**src/rtl/qu_pmem_loader.sv**
```systemverilog
// qu_pmem_loader: streams bytes into program memory as little-endian instruction words,
// holding the core stalled during the load and enabling scheduling after a settle delay.
`timescale 1ns/1ps
`default_nettype none

module qu_pmem_loader #(
    parameter int INSTR_WIDTH   = 32,
    parameter int PMEM_DEPTH    = 1024,
    parameter int RELEASE_DELAY = 4,
    localparam int AW           = $clog2(PMEM_DEPTH)
) (
    input  logic                   clk,
    input  logic                   rst,
    input  logic                   start,
    input  logic [AW:0]            len,
    input  logic [7:0]             s_data,
    input  logic                   s_valid,
    output logic                   s_ready,
    output logic                   pmem_we,
    output logic [AW-1:0]          pmem_addr,
    output logic [INSTR_WIDTH-1:0] pmem_wdata,
    output logic                   core_stall,
    output logic                   schedule_en,
    output logic                   busy,
    output logic                   err
);

    localparam int BPW = INSTR_WIDTH / 8;
    localparam int BCW = (BPW > 1) ? $clog2(BPW) : 1;
    localparam int RCW = $clog2(RELEASE_DELAY + 1);
    localparam logic [AW:0]    LEN_MAX   = PMEM_DEPTH[AW:0];
    localparam logic [BCW-1:0] LAST_BYTE = BCW'(BPW - 1);
    localparam logic [RCW-1:0] REL_LAST  = RCW'(RELEASE_DELAY);

    typedef enum logic [1:0] {
        S_IDLE    = 2'd0,
        S_LOAD    = 2'd1,
        S_RELEASE = 2'd2,
        S_RUN     = 2'd3
    } state_t;

    state_t                 state;
    state_t                 state_nxt;
    logic [AW:0]            len_q;
    logic [AW:0]            word_cnt;
    logic [BCW-1:0]         byte_cnt;
    logic [INSTR_WIDTH-1:0] shreg;
    logic [RCW-1:0]         rel_cnt;
    logic [INSTR_WIDTH-1:0] word_next;
    logic                   len_ok;
    logic                   beat;
    logic                   last_byte;
    logic                   last_word;
    logic                   can_start;

    assign len_ok    = (len != '0) && (len <= LEN_MAX);
    assign beat      = s_valid && s_ready;
    assign last_byte = (byte_cnt == LAST_BYTE);
    assign last_word = ((word_cnt + (AW+1)'(1)) == len_q);
    assign can_start = start && ((state == S_IDLE) || (state == S_RUN));

    // The final byte of a word bypasses the shift register so the write issues one cycle after the beat.
    always_comb begin
        word_next = shreg;
        word_next[8*byte_cnt +: 8] = s_data;
    end

    always_ff @(posedge clk or negedge rst) begin
        if (!rst) state <= S_IDLE;
        else      state <= state_nxt;
    end

    always_comb begin
        state_nxt   = state;
        s_ready     = 1'b0;
        core_stall  = 1'b1;
        schedule_en = 1'b0;
        busy        = 1'b0;
        case (state)
            S_IDLE: begin
                if (start && len_ok) state_nxt = S_LOAD;
            end
            S_LOAD: begin
                s_ready = 1'b1;
                busy    = 1'b1;
                if (beat && last_byte && last_word) state_nxt = S_RELEASE;
            end
            S_RELEASE: begin
                core_stall = 1'b0;
                busy       = 1'b1;
                if (rel_cnt == REL_LAST) state_nxt = S_RUN;
            end
            S_RUN: begin
                core_stall  = 1'b0;
                schedule_en = 1'b1;
                if (start && len_ok) state_nxt = S_LOAD;
            end
            default: state_nxt = S_IDLE;
        endcase
    end

    always_ff @(posedge clk or negedge rst) begin
        if (!rst) begin
            pmem_we    <= 1'b0;
            pmem_addr  <= '0;
            pmem_wdata <= '0;
            err        <= 1'b0;
            len_q      <= '0;
            word_cnt   <= '0;
            byte_cnt   <= '0;
            shreg      <= '0;
            rel_cnt    <= '0;
        end else begin
            pmem_we <= 1'b0;
            err     <= 1'b0;
            if (can_start) begin
                if (len_ok) begin
                    len_q    <= len;
                    word_cnt <= '0;
                    byte_cnt <= '0;
                    shreg    <= '0;
                end else begin
                    err <= 1'b1;
                end
            end
            if ((state == S_LOAD) && beat) begin
                if (last_byte) begin
                    pmem_we    <= 1'b1;
                    pmem_wdata <= word_next;
                    pmem_addr  <= word_cnt[AW-1:0];
                    word_cnt   <= word_cnt + (AW+1)'(1);
                    byte_cnt   <= '0;
                end else begin
                    shreg    <= word_next;
                    byte_cnt <= byte_cnt + BCW'(1);
                end
            end
            if (state == S_RELEASE) rel_cnt <= rel_cnt + RCW'(1);
            else                    rel_cnt <= '0;
        end
    end

endmodule

`default_nettype wire

```
**config.mk**
```make
export PLATFORM = sky130hd
export DESIGN_NAME = qu_pmem_loader
export DESIGN_NICKNAME = d
export VERILOG_FILES = /design/src/rtl/qu_pmem_loader.sv
export SDC_FILE = /design/constraint.sdc
export NUM_CORES = 1
export LEC_CHECK = 0
export CORE_AREA = 2 2 132 134
export DETAILED_ROUTE_END_ITERATION = 6
export DIE_AREA = 0 0 134 136
export MAX_ROUTING_LAYER = met4
export REMOVE_ABC_BUFFERS = 1
export SLEW_MARGIN = 10
export SYNTH_ARGS = -nofsm -noshare
export SYNTH_HDL_FRONTEND = slang
export SYNTH_SLANG_ARGS = --single-unit
```
**constraint.sdc**
```tcl
create_clock -name clk -period 3.45 [get_ports clk]
set_input_delay 0.69 -clock clk [delete_from_list [all_inputs] [get_ports clk]]
set_output_delay 0.69 -clock clk [all_outputs]
set_load 0.01 [all_outputs]
```
==> results.json <==
{
  "outcome": "finished, final reports clean",
  "drive_gt1_share_pct": 9.36,
  "reg2reg_depth": 6,
  "yosysMostFrequentCell": "dfrtp_1",
  "core_region_area_um2": 16900,
  "io_pins": 71,
  "grt_max_degree": 56,
  "initial_utilization_pct": 29.4,
  "hold_viol_final": 0,
  "rsz0062_at_grt": "false",
  "clk_pin_slew_ns": 0.07,
  "insertion_delay_ns": 0.36,
  "ys_seq_area_share_pct": 53.0,
  "vdd_ir_drop_max_uv": 319,
  "io_buffers": 70,
  "fin_setup_tns_ns": 0,
  "final_nets": 565,
  "grt_overflow": 0,
  "path_max_fanout": 9,
  "firstDrtPassIters": 4,
  "wirelength_um": 12300,
  "critical_path_required_ns": 3.74,
  "antenna_cells": 0,
  "cts-hold-fix-buffers": 0,
  "rows": 48,
  "synth_ff_type": "dfrtp_1",
  "wire_per_inst_um": 16.2,
  "regArea_um2": 2630,
  "setup_viol": 0,
  "fin_crit_sh_pct": 77.7,
  "power.leakage_nw": 2.70,
  "clock_skew_ns": 0.00678,
  "synth_edf_count": 0,
  "tightest_slew_ns": 0.816,
  "multi_input_area_um2": 2160,
  "synth_area_leaders": "dfrtp_1 (53%), nor2_1 (6.0%), a221oi_1 (5.7%)",
  "dp_worst_setup_slack_ns": 0.520,
  "final.setup.worst_slack_ns": 0.769,
  "clkSinkCount": 105,
  "cp-end-kind": "flop",
  "cts-root-buf": "clkbuf_16",
  "syn_area_um2": 4950,
  "synth.ff_latch_count": 105,
  "gp_congestion": 0.836,
  "grt_pass1_wl_um": 20400,
  "fin_crit_ns": 2.68,
  "cts_resized": 0,
  "yosysTopAreaCell": "dfrtp_1",
  "slew_violations": 0,
  "dp_cells": 743,
  "rr_startpoint": "byte_cnt[0]",
  "fin_cells": 759,
  "via_count": 3869,
  "netlist_instances": 471,
  "rrSetupSlack_ns": 0.77,
  "cts_buffer_depth": 2,
  "syn2layout_area_growth_pct": 25.1,
  "power.density_nw_per_um2": 760,
  "yosys.area.top_type_share_pct": 53.0,
  "grt_use_total_pct": 14.8,
  "cts_tree": "done",
  "fp.dieH_um": 136,
  "h-tree-depth": 3,
  "synthArstFlopShare_pct": 100,
  "maxSlewHeadroom_pct": 45.4,
  "syn_avg_cell_area_um2": 10.5,
  "rr_endpoint": "shreg[5]",
  "fillers": 1647,
  "postPlaceCellArea_um2": 5870,
  "startpoint_type": "flop",
  "postRouteAntennaNets": 0,
  "ys_types": 52,
  "crit_type": "reg2reg",
  "grt_pass1_vias": 3806,
  "max_freq_mhz": 373,
  "numCtsBuffers": 9,
  "synth_warnings": 0,
  "max-cap-violations": 0,
  "drc": 0,
  "cp.arrival_ns": 2.97,
  "avgViaCountPerCell": 5.10,
  "hold_path.class": "in2async",
  "synth_commonest_cells": "dfrtp_1 (105), nor2_1 (79), nand2_1 (44), a221oi_1 (32), a22o_1 (32)",
  "antenna_found_initial": 0,
  "dieArea_um2": 18200,
  "post_cts_buffers": 0,
  "stdcell_area_um2": 6200,
  "first_iter_violations": 209,
  "dp_hpwl_um": 8530,
  "die-width_um": 134
}
## placed cells by master, fill, tap and decap left out, types with 7 or more instances in the layout
cell             count
a22o_1              32
a221oi_1            32
ha_1                13
nand2_1             44
dfrtp_1            105
clkdlybuf4s50_1     69
and2_1               7
nor2_1              79
a21oi_1              7
inv_1               12
clkbuf_16            9
mux2_2              11
buf_4                8
o21ai_0             15
## registers in the layout, indices dropped and copies added (netlist names)
name        flops
state           2
len_q          11
byte_cnt        2
pmem_wdata     32
err             1
word_cnt       11
pmem_addr      10
shreg          32
pmem_we         1
rel_cnt         3
## cell type report
cell class / count / share of cell area (%)
clock buffers: 9 / 3.63
clock inverters: 7 / 1.66
inverters: 14 / 0.848
multi-input cells: 322 / 34.8
flip-flops and latches: 105 / 42.4
well taps: 225 / 4.54
repair buffers: 77 / 12.1
## report_power, final
part | leakage, nW | total, mW | switching [mW] | internal (mW)
Combinational | 1.17 | 1.75 | 0.880 | 0.866
Clock | 0.150 | 1.12 | 0.476 | 0.643
Sequential | 1.38 | 1.84 | 0.249 | 1.59
## logic make-up (layout without fill, tap and decap cells)
kind of cell	after synthesis	after routing	synth area share (%)
AOI/OAI and AO/OA	113	113	17.9
adders and majority gates	13	13	3.28
DFF	105	105	53.0
buffers and inverters	44	107	3.56
and+or+nand+nor	172	172	17.4
xor gates and xnor gates	12	12	2.12
muxes	12	12	2.70
## per-stage QoR
| stage | hold WS, ns | utilization (%) | power [mW] |
|---|---|---|---|
| floorplan | 0.394 | - | 2.81 |
| global placement | 0.446 | 34.8 | 3.56 |
| detailed placement | 0.462 | 34.8 | 3.64 |
| CTS | 0.408 | 36.7 | 4.77 |
| global route | 0.445 | 36.7 | 5.01 |
| finish | 0.384 | 36.7 | 4.71 |
## worst max-delay path by stage
stage | cells past startpoint | from | endpoint
after global placement | 6 | len[1] | shreg[6]
final | 6 | byte_cnt[0] | shreg[5]
after CTS | 6 | byte_cnt[0] | shreg[5]
after floorplan | 7 | state[1] | word_cnt[5]
after global routing | 6 | byte_cnt[0] | shreg[3]
after detailed placement | 6 | len[1] | shreg[6]
## metal layers
| metal | routed length (um) | track usage (%) | vias up |
|---|---|---|---|
| li1 | - | - | 1812 |
| met2 | 6070 | 24.6 | 108 |
| met1 | 5350 | 18.2 | 1943 |
| met5 | 0 | - | - |
| met3 | 806 | 3.50 | 6 |
| met4 | 87 | 3.72 | 0 |
## critical path, stage by stage (launching register included)
cell and delay (ns):
dfrtp_1 0.48, inv_1 0.27, ha_1 0.22, clkinv_1 0.25, nor4b_2 0.77, and2_1 0.42, a22o_1 0.20
(Power assumes the default switching activity.)
==> variant 1, RTL diff (same settings) <==
The parameter `RELEASE_DELAY` goes from 4 to 8.
--- a/src/rtl/qu_pmem_loader.sv
+++ b/src/rtl/qu_pmem_loader.sv
@@ -8,3 +8,3 @@
     parameter int PMEM_DEPTH    = 1024,
-    parameter int RELEASE_DELAY = 4,
+    parameter int RELEASE_DELAY = 8,
     localparam int AW           = $clog2(PMEM_DEPTH)
Formal check against the unedited RTL: no difference found for any inputs over 4 cycles, from zero or initial values and one cycle with rst low; that may be too few to reach the edited logic, so the function may still have changed.
==> variant 1 against the unedited design <==
  * Sequential share of layout area rose by 0.27 points
  * Area after synthesis is 0.53% higher
  * Critical endpoint is now word_cnt[8]
  * Wire length up 0.24%
  * Setup slack got worse by 0.10 ns
  * Hold slack gained 0.097 ns
  * Highest routed layer unchanged
  * Largest power group unchanged
  * Clock skew fell by 0.00054 ns
  * Total power decreased by 3.4%
  * Die area is the same
  * Final area is 0.30% higher
  * Sequential cell count rose by 1
==> variant 1: results (changes against the unedited design) <==
Detailed routing
  – DR pass1 iterations: 4 (unchanged)
  – Wire length on met3: 606 µm (was 806 µm)
  – DRT iter0 DRCs: 231 (was 209)
  – Final WL: 12300 µm (about the same)
  – Wl on met1: 5570 µm (was 5350 µm)
  – Vias per cell: 5.03 (was 5.10)
  – WL met2: 5910 µm (was 6070 µm)

Worst setup path
  – CP delay by family, top: simple AND/OR/NAND/NOR gates (unchanged)
  – RR Startpoint: state[1] (was byte_cnt[0])
  – RR Endpoint: word_cnt[8] (was shreg[5])
  – R2R Setup Slk: 0.84 ns (was 0.77 ns)
  – Max stage delay on crit path: 0.57 ns (was 0.77 ns)
  – CP max stage cell: or4_4 (was nor4b_2)
  – Critical path peak fanout: 10 (was 9)
  – Register-to-Register Path Depth: 8 (was 6)
  – WP data arrival: 3.03 ns (was 2.97 ns)

Global route
  – Largest net degree at the start of global routing: 85 (was 56)
  – GRT met3 Usage: 3.47% (was 3.50%)
  – GRT Util Overall: 14.7% (was 14.8%)
  – M2 GR Usage: 23.2% (was 24.6%)
  – GR Layer Usage met1: 18.5% (was 18.2%)
  – Initial antenna violation count: 0 (unchanged)
  – First-pass GRT wire length: 20400 µm (about the same)
  – Vias in the first global route: 3938 (was 3806)

Worst hold path
  – Hold crit path type: flip-flop to flip-flop (was input port to async pin)
  – Hold EP: pmem_addr[1]

CTS
  – TritonCTS Buffers: 9 (unchanged)
  – Longest Clk Path Bufs: 2 (unchanged)
  – CTS H-tree lvls: 3 (unchanged)

Placement
  – RePlAce Congestion: 0.880 (was 0.836)
  – DP Worst Slack: 0.326 ns (was 0.520 ns)
  – Placed Cells: 751 (was 743)
  – Placed inst area: 5930 µm² (was 5870 µm²)
  – Detail Placement HPWL: 8600 µm (was 8530 µm)

Timing
  – Worst Max-Slew Pin Slew: 1.05 ns (was 0.816 ns)
  – Skew final: 0.00624 ns (was 0.00678 ns)
  – Final Setup Violations: 0 (unchanged)
  – WHS: 0.481 ns (was 0.384 ns)

Cells and area
  – Total Nets Final: 573 (was 565)
  – Share of cells above drive strength 1: 10.2% (was 9.36%)
  – Post-route insts no fill: 766 (was 759)
  – Fillers: 1665 (was 1647)
  – Ant. Diodes: 0 (unchanged)

Pwr
  – Leak: 2.71 nW (was 2.70 nW)
  – Worst vdd ir: 0.327 mV (was 0.319 mV)

Logic synthesis
  – Register area share after synthesis: 53.3% (was 53.0%)
  – Yosys warns: 0 (unchanged)
  – Dominant cells by area after synthesis: dfrtp_1 53%, nor2_1 6.2%, a221oi_1 6.0% (was dfrtp_1 53%, nor2_1 6.0%, a221oi_1 5.7%)
  – Mapped Cells: 476 (was 471)
  – Synth cell count leaders: 106 x dfrtp_1, 82 x nor2_1, 47 x nand2_1, 34 x a221oi_1, 33 x a22o_1 (was 105 x dfrtp_1, 79 x nor2_1, 44 x nand2_1, 32 x a221oi_1, 32 x a22o_1)
  – Synth unique cells: 52 (unchanged)

Status
  – Status: completed (unchanged)
[variant 1: changes by cell type in the layout (fill, tap and decap cells not counted), moves of 3 or more]
cell | before | now
buf_4 | 8 | 12
nor2_1 | 79 | 82
a31oi_1 | 6 | 1
nand3_1 | 3 | 6
or2_2 | 0 | 3
nor3_1 | 4 | 7
a21oi_4 | 0 | 4
o21ai_0 | 15 | 21
and3_1 | 5 | 2
a21oi_1 | 7 | 4
clkbuf_8 | 0 | 3
nand2_1 | 44 | 47
[variant 1: where the power goes]
part	switching [mW]	internal, mW
registers	0.254	1.59
clock network	0.450	0.546
logic	0.860	0.849
[variant 1: how the worst max path moves through the flow]
stage	slack, ns	startpoint	depth (start not counted)	endpoint
after floorplan	-0.33	state[1]	7	word_cnt[9]
after global placement	0.44	len[1]	7	shreg[30]
after detailed placement	0.33	len[7]	7	word_cnt[5]
after CTS	0.69	len[7]	7	word_cnt[5]
after global routing	0.56	len[7]	7	word_cnt[5]
final	0.67	len[7]	7	word_cnt[8]
[variant 1: cell type report]
| class | count | area, µm² | share of cell area [%] |
|---|---|---|---|
| clock buffer | 12 | 267 | 4.29 |
| clock inverter | 3 | 21.3 | 0.342 |
| inverter | 14 | 52.6 | 0.846 |
| multi-input combinational | 325 | 2160 | 34.7 |
| sequential | 106 | 2650 | 42.7 |
| tap | 225 | 282 | 4.53 |
| timing repair buffer | 81 | 781 | 12.6 |
[variant 1: cell families (layout without fill, tap and decap cells)]
logic type,count (synthesis),count (layout),synth area share [%]
and+or+nand+nor,175,175,16.6
AOI/OAI and AO/OA,112,112,18.4
DFF,106,106,53.3
xor gates and xnor gates,13,13,2.29
adders and majority gates,13,13,3.27
buffers and inverters,45,110,3.49
muxes,12,12,2.69
==> variant 2, RTL diff (same flow settings) <==
Without the edit above. Register the output `err` once more, cleared by the reset; this adds one clock of latency there. The other outputs are not delayed to match.
--- a/src/rtl/qu_pmem_loader.sv
+++ b/src/rtl/qu_pmem_loader.sv
@@ -40,2 +40,4 @@
     } state_t;
+
+    logic err_s0;
 
@@ -106,3 +108,3 @@
             pmem_wdata <= '0;
-            err        <= 1'b0;
+            err_s0     <= 1'b0;
             len_q      <= '0;
@@ -114,3 +116,3 @@
             pmem_we <= 1'b0;
-            err     <= 1'b0;
+            err_s0  <= 1'b0;
             if (can_start) begin
@@ -122,3 +124,3 @@
                 end else begin
-                    err <= 1'b1;
+                    err_s0 <= 1'b1;
                 end
@@ -142,2 +144,10 @@
 
+    always_ff @(posedge clk or negedge rst) begin
+        if (!rst) begin
+            err <= '0;
+        end else begin
+            err <= err_s0;
+        end
+    end
+
 endmodule
Formal check against the unedited RTL: not equivalent (Yosys sat finds a counterexample within 4 cycles, from zero or initial values and one cycle with rst low).
==> variant 2 against the unedited design <==
  * Total power shrank 0.19%
  * Final area increased by 0.10%
  * Area after synthesis increased by 0.51%
  * Setup slack improved by 0.015 ns
  * Clock skew increased by 0.00065 ns
  * Synthesized cell count increased by 0.21%
  * Sequential cell count grew 1
  * Wire length is 1.5% higher
  * Global-route usage shrank 0.24 points
  * First-iteration DRC count is 27% higher
==> variant 2: results (changes against the unedited design) <==
Status
  – Status: completed (unchanged)

Cells and area
  – Biggest registers after layout: pmem_wdata: 32 flops, shreg: 32 flops (unchanged)
  – Total Nets Final: 566 (was 565)
  – Ant. Diodes: 0 (unchanged)
  – Share of cells above drive strength 1: 9.35% (was 9.36%)

Detailed routing
  – Wire length on met3: 629 µm (was 806 µm)
  – DRT iter0 DRCs: 266 (was 209)
  – Final WL: 12500 µm (was 12300 µm)
  – Wl on met1: 5640 µm (was 5350 µm)
  – WL met2: 5990 µm (was 6070 µm)
  – Vias per cell: 5.10 (about the same)

Logic synthesis
  – Async set-or-reset flop fraction in the synthesized netlist: 100% (unchanged)
  – Yosys warns: 0 (unchanged)
  – Post-synthesis mux area share: 2.69% (was 2.70%)
  – Synth Area in XOR/XNOR: 2.11% (was 2.12%)
  – Register area share after synthesis: 53.3% (was 53.0%)
  – Synth cell count leaders: 106 x dfrtp_1, 79 x nor2_1, 44 x nand2_1, 32 x a221oi_1, 32 x a22o_1 (was 105 x dfrtp_1, 79 x nor2_1, 44 x nand2_1, 32 x a221oi_1, 32 x a22o_1)
  – Post-synthesis adder-cell area fraction: 3.27% (was 3.28%)
  – Dominant cells by area after synthesis: dfrtp_1 53%, nor2_1 6.0%, a221oi_1 5.6% (was dfrtp_1 53%, nor2_1 6.0%, a221oi_1 5.7%)
  – Compound-Gate Fraction of Synth Area: 17.8% (was 17.9%)

Placement
  – Detail Placement HPWL: 8690 µm (was 8530 µm)
  – IO buf count: 70 (unchanged)
  – RePlAce Congestion: 0.858 (was 0.836)
  – Placed inst area: 5890 µm² (was 5870 µm²)

CTS
  – # Post-CTS Setup Buffers: 0 (unchanged)
  – Longest Clk Path Bufs: 2 (unchanged)
  – CTS Root Cell: clkbuf_16 (unchanged)
  – Post_cts resized: 0 (unchanged)
  – Clk Latency, worst-skew pair: 0.36 ns (about the same)
  – Clk slew on worst S/H paths: 0.08 ns
  – TritonCTS Buffers: 9 (unchanged)

Global route
  – Vias in the first global route: 3796 (was 3806)
  – Largest net degree at the start of global routing: 81 (was 56)
  – First-pass GRT wire length: 20100 µm (was 20400 µm)
  – GRT met3 Usage: 2.65% (was 3.50%)
  – GRT Util Overall: 14.5% (was 14.8%)
  – M2 GR Usage: 22.6% (was 24.6%)
  – GR Layer Usage met1: 18.9% (was 18.2%)

Worst hold path
  – Hold crit path type: flip-flop to flip-flop (was input port to async pin)

Timing
  – WHS: 0.361 ns (was 0.384 ns)
  – Skew final: 0.00744 ns (was 0.00678 ns)
  – Worst Max-Slew Pin Slew: 1.02 ns (was 0.816 ns)

Worst setup path
  – Max stage delay on crit path: 0.77 ns (about the same)
  – CP max stage cell: nor4b_2 (unchanged)
  – CP delay by family, top: simple AND/OR/NAND/NOR gates (unchanged)
  – R2R Setup Slk: 0.78 ns (was 0.77 ns)
  – WP data arrival: 2.96 ns (was 2.97 ns)

Pwr
  – Leak: 2.71 nW (was 2.70 nW)
  – Worst vdd ir: 0.245 mV (was 0.319 mV)
==> variant 2: changes by cell type in the layout (fill, tap and decap cells not counted), sizes merged <==
cell / delta
clkinv: +1
clkinvlp: -2
dfrtp: +1
bufinv: -1
inv: +2
==> variant 2: final timing paths <==
check                           cells after the start              to         from
worst max-delay path                                6        shreg[7]  byte_cnt[0]
worst min-delay path                                0             err       err_s0
worst max register to register                      6        shreg[7]  byte_cnt[0]
worst min register to register                      0             err       err_s0
max in group asynchronous                           2  pmem_wdata[17]          rst
min in group asynchronous                           1     word_cnt[1]          rst
==> variant 2: per-stage QoR <==
| stage | utilization (%) | cells | setup slack, ns |
|---|---|---|---|
| 6_report | 36.8 | 760 | 0.784 |
| 5_1_grt | 36.8 | 760 | 0.579 |
| 4_1_cts | 36.8 | 760 | 0.789 |
| 3_5_place_dp | 34.9 | 744 | 0.519 |
| 3_3_place_gp | 34.9 | 744 | 0.529 |
| 2_1_floorplan | - | 442 | -0.310 |
==> variant 2: cell families (layout without fill, tap and decap cells) <==
| logic type | after synthesis | in the layout |
|---|---|---|
| AOI/OAI and AO/OA | 113 | 113 |
| xor gates and xnor gates | 12 | 12 |
| adders and majority gates | 13 | 13 |
| buffers and inverters | 44 | 107 |
| DFF | 106 | 106 |
| muxes | 12 | 12 |
| and+or+nand+nor | 172 | 172 |
==> variant 2: where the power goes <==
group / total [mW] / switching [mW] / internal [mW]
registers: 1.86 / 0.255 / 1.61
clock network: 1.09 / 0.510 / 0.578
logic: 1.75 / 0.880 / 0.868
==> variant 2: cell type report <==
type	instances	area (µm²)
clock buffers	9	225
clock inverters	7	83.8
fillers	1627	10700
inverters	14	52.6
multi-input cells	322	2160
flip-flops and latches	106	2650
well taps	225	282
repair buffers	77	751
